### src/rtl/regfile_wb_queue.sv
// Writeback queue between the MEM/ALU result sources and the register file write port.
// Optional macro REGFILE_WB_X0_DROP_EN: accepted writes to x0 are acknowledged but not stored.
module regfile_wb_queue #(
  parameter int DATA_W = 16,
  parameter int DEPTH  = 4
) (
  input  logic                     clk,
  input  logic                     arst_n,
  input  logic                     mem_valid,
  output logic                     mem_ready,
  input  logic [4:0]               mem_addr,
  input  logic [DATA_W-1:0]        mem_data,
  input  logic                     alu_valid,
  output logic                     alu_ready,
  input  logic [4:0]               alu_addr,
  input  logic [DATA_W-1:0]        alu_data,
  output logic                     reg_write,
  output logic [4:0]               waddr,
  output logic [DATA_W-1:0]        wdata,
  input  logic [4:0]               query_addr,
  output logic                     query_pending,
  output logic [$clog2(DEPTH):0]   count,
  output logic                     full,
  output logic                     empty
);

  localparam int PTR_W = $clog2(DEPTH);
  localparam int CNT_W = PTR_W + 1;

  logic [PTR_W-1:0]  head_q, tail_q;
  logic [CNT_W-1:0]  count_q;
  logic [4:0]        addr_mem [DEPTH];
  logic [DATA_W-1:0] data_mem [DEPTH];

  logic              mem_fire, alu_fire, push, store, pop;
  logic [4:0]        push_addr;
  logic [DATA_W-1:0] push_data;

  assign full      = (count_q == CNT_W'(DEPTH));
  assign empty     = (count_q == '0);
  assign count     = count_q;

  // Readies depend only on registered occupancy and mem_valid, never on alu_valid.
  assign mem_ready = !full;
  assign alu_ready = !full && !mem_valid;

  assign mem_fire  = mem_valid && mem_ready;
  assign alu_fire  = alu_valid && alu_ready;
  assign push      = mem_fire || alu_fire;
  assign push_addr = mem_fire ? mem_addr : alu_addr;
  assign push_data = mem_fire ? mem_data : alu_data;

`ifdef REGFILE_WB_X0_DROP_EN
  assign store = push && (push_addr != 5'd0);
`else
  assign store = push;
`endif

  // The register file never stalls, so any occupied head retires every cycle.
  assign pop = !empty;

  // NOTE: sequential state uses non-blocking assignments so every flop samples pre-edge values.
  always_ff @(posedge clk or negedge arst_n) begin
    if (!arst_n) begin
      head_q  <= '0;
      tail_q  <= '0;
      count_q <= '0;
    end else begin
      head_q  <= head_q + PTR_W'(pop);
      tail_q  <= tail_q + PTR_W'(store);
      count_q <= count_q + CNT_W'(store) - CNT_W'(pop);
    end
  end

  // NOTE: entry storage has no reset; occupancy alone decides whether an entry is visible.
  always_ff @(posedge clk) begin
    if (store) begin
      addr_mem[tail_q] <= push_addr;
      data_mem[tail_q] <= push_data;
    end
  end

  // NOTE: every output of a combinational block gets a default first so no latch is inferred.
  always_comb begin
    reg_write = 1'b0;
    waddr     = '0;
    wdata     = '0;
    if (!empty) begin
      reg_write = 1'b1;
      waddr     = addr_mem[head_q];
      wdata     = data_mem[head_q];
    end
  end

  // A slot is occupied when its distance from head (mod DEPTH) is below the count.
  always_comb begin
    query_pending = 1'b0;
    for (int i = 0; i < DEPTH; i++) begin
      if ((CNT_W'(PTR_W'(PTR_W'(i) - head_q)) < count_q) &&
          (addr_mem[i] == query_addr) && (query_addr != 5'd0)) begin
        query_pending = 1'b1;
      end
    end
  end

endmodule

### config.mk
export PLATFORM = sky130hd
export DESIGN_NAME = regfile_wb_queue
export DESIGN_NICKNAME = d
export VERILOG_FILES = /design/src/rtl/regfile_wb_queue.sv
export SDC_FILE = /design/constraint.sdc
export NUM_CORES = 1
export LEC_CHECK = 0
export CORE_AREA = 2 2 136 98
export CTS_BUF_LIST = sky130_fd_sc_hd__clkbuf_2
export CTS_CLUSTER_SIZE = 40
export DETAILED_ROUTE_END_ITERATION = 6
export DIE_AREA = 0 0 138 100
export REMOVE_ABC_BUFFERS = 1
export SYNTH_ARGS = -nofsm -noshare
export SYNTH_HDL_FRONTEND = slang
export SYNTH_SLANG_ARGS = --single-unit
### constraint.sdc
create_clock -name clk -period 7.4 [get_ports clk]
set_clock_uncertainty 0.1 [all_clocks]
set_input_delay 0.74 -clock clk [delete_from_list [all_inputs] [get_ports clk]]
set_output_delay 0.74 -clock clk [all_outputs]
set_load 0.03 [all_outputs]
==> qor.txt, run 1 <==
GP Congestion: 0.822
Detailed Route WL: 8500 um
Post-Syn Area per Cell: 17.6 um2
Largest net degree at the start of global routing: 26
Status: finished clean
WP data arrival: 3.40 ns
Max-cap violation count: 0
Port Buffers: 80
Worst-skew pair later-pin latency: 0.54 ns
CTS sink count: 91
Leakage power: 1.90 nW
Vias/cell: 4.72
Area grow syn2layout: 25.5%
Yosys top cell by area: edfxtp_1
Vias in the first global route: 2496
Critical path class: reg -> out
Max IR drop VDD: 0.243 mV
# fillers: 1159
Synth warn: 0
Die area: 0.0138 mm2
Synth Cell Area: 0.00427 mm2
# IOs: 81
Synth top cells by count: edfxtp_1 (84), nor2b_1 (22), mux4_2 (21)
F_max: 236 MHz
GRT overflow: 0
Layout cells sized above 1: 22.2%
FF/Latch Area: 0.00270 mm2
Ant. Diodes: 0
Inserted Clock Buffers: 9
Post-DRT Antenna Nets: 0
DRT iter0 DRCs: 98
Worst reg2reg setup slack: 4.81 ns
Area of the multi-input gates: 0.00145 mm2
Pwr dens: 423 mW/mm2
Die width: 138 um
TritonRoute pass-1 iters: 4
Drt wl/cell: 17.2 um
CP Capture Type: primary output
Final hold viol count: 0
Number of flops mapped to enable cells by yosys: 84
Hold Crit Class: in -> async
Top cells by area, synth: edfxtp_1 (59%), mux4_2 (11%), mux2_4 (7.0%)
DRC errors left: 0
Vias after detailed routing: 2338
# Post-CTS Setup Buffers: 0
Final #Nets: 384
Most common cell in the synthesized netlist: edfxtp_1
Final critical-path share of the clock period: 57.3%
CP required: 6.56 ns
Final cell count without fillers: 495
Min Tclk post-route: 4.24 ns
RSZ-0062 raised after global routing: false
Clk buf depth: 2
Post-synth top flop: edfxtp_1
Die Ht: 100 um
Startpoint Class: register
CTS resizes: 0
R2R Path Start: count[1]
H-Tree Depth: 3
First-pass GRT wire length: 13500 um
Post-synth cell types: 31
Post-synth ARST share: 7.69%
Worst Path Max Fanout: 25
Setup Viol. Count Final: 0
Seq/Total Area, Yosys: 63.2%
Post-Place Cells: 479
Total GRT Usage: 13.1%
Root Driver: clkbuf_2
Worst reg2reg path depth: 10
Rows: 35
HPWL after detailed placement: 5910 um
Clock transition at path regs: 0.23 ns
Slew Limit Headroom: 45.3%
Synth top area share: 59.1%
Mapped Cells: 242
Total negative slack: 0 ns
Max-slew violations: 0
#FFs+latches synth: 91
Core box area: 0.0127 mm2
Initial Utilization: 33.6%
Least-Margin Pin Slew: 0.821 ns
Hold-fix buffers, CTS: 0
Reg2Reg Capture Point: count[2]
CTS tree: done
Antenna violations before repair: 0
[worst max-delay path, stage by stage (launching register included)]
cell	delay, ns
dfrtp_2	0.96
xor2_1	0.19
ha_1	0.22
and2b_1	0.15
a2111oi_0	0.40
a21oi_1	0.09
a21oi_1	0.15
clkdlybuf4s50_1	0.68
[per-stage QoR]
| step | power, mW | hold WS (ns) | cell area [um2] | setup slack, ns | utilization, % |
|---|---|---|---|---|---|
| floorplan | 1.59 | 0.344 | 4170 | 2.85 | - |
| CTS | 2.31 | 0.270 | 5360 | 3.04 | 42.2 |
| finish | 2.26 | 0.311 | 5360 | 3.16 | 42.2 |
| detailed placement | 2.05 | 0.477 | 5240 | 3.68 | 41.3 |
| global placement | 2.03 | 0.450 | 5240 | 3.72 | 41.3 |
| global route | 2.41 | 0.243 | 5360 | 2.70 | 42.2 |
[worst max-delay path by stage]
stage,start,to,slack (ns),depth (start not counted)
finish,head_q[0],query_pending,3.16,7
floorplan,count[1],count[2],2.85,9
detailed placement,query_addr[2],query_pending,3.68,7
global route,head_q[0],query_pending,2.70,7
global placement,query_addr[1],query_pending,3.72,7
CTS,head_q[0],query_pending,3.04,7
[cell usage in the layout (no fill, tap or decap), drive strengths merged, types with 6 or more instances in the layout]
master,n
ha,8
edfxtp,84
xnor2,10
clkbuf,9
inv,14
buf,6
nor2b,22
mux4,21
clkdlybuf4s50,80
dfrtp,7
mux2,21
xor2,15
[flip-flops by register name, indices dropped and copies added, names as in the netlist]
name	count
data_mem	64
addr_mem	20
count	3
head_q	2
tail_q	2
[where the power goes]
group / leakage, nW / switching (mW) / internal, mW
Sequential: 0.857 / 0.112 / 0.763
Combinational: 0.966 / 0.612 / 0.528
Clock: 0.0747 / 0.168 / 0.0810
[metal layers]
metal  track usage [%]  routed length, um
met1              17.1               3930
met2              21.4               4050
met3              4.87                510
met4              2.12                 12
met5                 0                  0
[cell type report]
class | instances | share of cell area, %
clock buffers | 9 | 0.841
repair buffers | 86 | 15.8
multi-input cells | 125 | 27.0
inverters | 11 | 0.770
clock inverters | 7 | 1.38
well taps | 166 | 3.88
flip-flops and latches | 91 | 50.4
[logic make-up (layout without fill, tap and decap cells)]
| kind of cell | Yosys count | count (layout) | share of synthesized area (%) |
|---|---|---|---|
| mux | 42 | 42 | 18.4 |
| flops | 91 | 91 | 63.2 |
| compound gates | 10 | 10 | 1.61 |
| buf+inv | 26 | 113 | 3.31 |
| fa+ha+maj | 9 | 9 | 2.81 |
| simple gates | 39 | 39 | 5.60 |
| xor+xnor | 25 | 25 | 5.13 |
(Power assumes the default switching activity.)
==> inputs of run 2 (changes only) <==
==> constraint.sdc (replaced) <==
create_clock -name clk -period 3.5 [get_ports clk]
set_clock_uncertainty 0.1 [all_clocks]
set_input_delay 0.35 -clock clk [delete_from_list [all_inputs] [get_ports clk]]
set_output_delay 0.35 -clock clk [all_outputs]
set_load 0.03 [all_outputs]
==> qor.txt, run 2 (same netlist as run 1, synthesis figures left out) <==
Vias in the first global route: 2449 (was 2496)
Post-DRT Antenna Nets: 0 (unchanged)
Die area: 0.0138 mm2 (unchanged)
Post-route cell area: 0.00538 mm2 (was 0.00536 mm2)
Inserted Clock Buffers: 9 (unchanged)
Total GRT Usage: 12.7% (was 13.1%)
Vias/cell: 4.66 (was 4.72)
Most common cell after layout, fill and taps aside: edfxtp_1 (unchanged)
Hold Crit Class: in -> reg (was in -> async)
Final hold viol count: 0 (unchanged)
Area grow syn2layout: 26.0% (was 25.5%)
TritonRoute pass-1 iters: 4 (unchanged)
Hold_ws: 0.410 ns (was 0.311 ns)
CP Capture Type: primary output (unchanged)
# IOs: 81 (unchanged)
Leakage power: 1.92 nW (was 1.90 nW)
F_max: 334 MHz
Pwr dens: 877 mW/mm2 (was 423 mW/mm2)
Setup Viol. Count Final: 0 (unchanged)
HPWL after detailed placement: 5900 um (was 5910 um)
Drt wl/cell: 16.7 um (was 17.2 um)
Most frequent cells in the layout: edfxtp_1 (84), clkdlybuf4s50_1 (79), nor2b_1 (22) (was edfxtp_1 (84), clkdlybuf4s50_1 (80), nor2b_1 (22))
Ant. Diodes: 0 (unchanged)
Largest net degree at the start of global routing: 24 (was 26)
Slew Limit Headroom: 57.9% (was 45.3%)
Crit path max-delay family: buffers and inverters (was flip-flops)
Rows: 35 (unchanged)
Detailed Route WL: 8330 um (was 8500 um)
Root Driver: clkbuf_2 (unchanged)
CP required: 3.05 ns (was 6.56 ns)
Core box area: 0.0127 mm2 (unchanged)
CP peak stage delay: 0.72 ns (was 0.96 ns)
RSZ-0062 raised after global routing: false (unchanged)
Least-Margin Pin Slew: 0.629 ns (was 0.821 ns)
Antenna violations before repair: 0 (unchanged)
Largest reg by FF count: data_mem (unchanged)
Worst Path Max Fanout: 22 (was 25)
Initial Utilization: 33.6% (unchanged)
Min Tclk post-route: 2.99 ns
Die Ht: 100 um (unchanged)
GP Congestion: 0.790 (was 0.822)
Die width: 138 um (unchanged)
Final critical-path share of the clock period: 85.5%
CP max-delay cell: clkdlybuf4s50_1 (was dfrtp_2)
Clock transition at path regs: 0.23 ns (about the same)
# Post-CTS Setup Buffers: 0 (unchanged)
Vias after detailed routing: 2321 (was 2338)
Worst-skew pair later-pin latency: 0.52 ns (was 0.54 ns)
Max reg flops: 64 (unchanged)
Max-cap violation count: 0 (unchanged)
Critical path, cell by cell: buf_4, mux4_2, nor2b_1, clkdlybuf4s50_1 (was xor2_1, ha_1, and2b_1, a2111oi_0, a21oi_1, a21oi_1, clkdlybuf4s50_1)
Clk buf depth: 2 (unchanged)
CTS sink count: 91 (unchanged)
H-Tree Depth: 3 (unchanged)
Port Buffers: 80 (unchanged)
Status: finished clean (unchanged)
First-pass GRT wire length: 13200 um (was 13500 um)
Total negative slack: 0 ns (unchanged)
Buf/Inv on CP: 2 (was 1)
CTS tree: done (unchanged)
DRC errors left: 0 (unchanged)
Layout cells sized above 1: 22.9% (was 22.2%)
Critical path class: reg -> out (unchanged)
WP data arrival: 2.54 ns (was 3.40 ns)
Max IR drop VDD: 0.443 mV (was 0.243 mV)
Max-slew violations: 0 (unchanged)
GRT overflow: 0 (unchanged)
Final #Nets: 387 (was 384)
DRT iter0 DRCs: 104 (was 98)
Startpoint Class: register (unchanged)
Post-DP Area: 0.00528 mm2 (was 0.00524 mm2)
[run 2: layout make-up]
type	count	area [um2]
clock buffer	11	55.1
multi-input combinational	125	1450
timing repair buffer	89	898
tap	166	208
fill	1165	7320
inverter	11	41.3
clock inverter	5	30.0
sequential	91	2700
[run 2: final timing paths]
kind / startpoint / endpoint / slack (ns) / cells past startpoint
max reg2reg: count[1] / count[2] / 0.97 / 10
min reg2reg: count[1] / count[2] / 0.48 / 1
min in group asynchronous: arst_n / count[0] / 0.51 / 2
max: head_q[1] / wdata[3] / 0.51 / 4
max in group asynchronous: arst_n / head_q[0] / 2.54 / 2
min: mem_data[12] / data_mem[2][12] / 0.41 / 2
[run 2: metrics by stage]
stage | utilization, % | worst slack (ns) | power [mW] | cells
after floorplan | - | -1.05 | 3.35 | 227
after global placement | 41.6 | 0.586 | 4.35 | 481
after detailed placement | 41.6 | 0.544 | 4.38 | 481
after CTS | 42.3 | 0.0589 | 4.80 | 498
after global routing | 42.4 | 0.303 | 5.02 | 498
final | 42.4 | 0.506 | 4.72 | 498
[run 2: metal layers]
layer,vias to the layer above,part of all wire (%),track usage [%]
met5,-,0,0
met4,0,0.60,3.30
met3,6,4.4,3.91
met2,61,47,20.9
met1,1165,48,16.7
li1,1089,-,-
[run 2: what timing repair did]
item,CTS,global route
hold buffers,1,0
gates resized for setup,0,3
endpoints found under the setup margin,0,1
hold endpoints to repair,7,0
[run 2: worst register-to-register path: stages, from the launching register on]
cell and delay (ns):
dfrtp_2 0.51, nor3_2 0.18, buf_4 0.32, inv_1 0.16, ha_1 0.31, inv_1 0.05, ha_1 0.12, inv_1 0.04
fa_1 0.38, xnor2_1 0.15, xnor2_1 0.13
[run 2: power breakdown]
part	switching [mW]	internal [mW]	total, mW	leakage (nW)
clock network	0.313	0.0960	0.409	0.0593
logic	1.37	1.16	2.53	1.00
registers	0.164	1.62	1.78	0.856
total	1.85	2.87	4.72	1.92
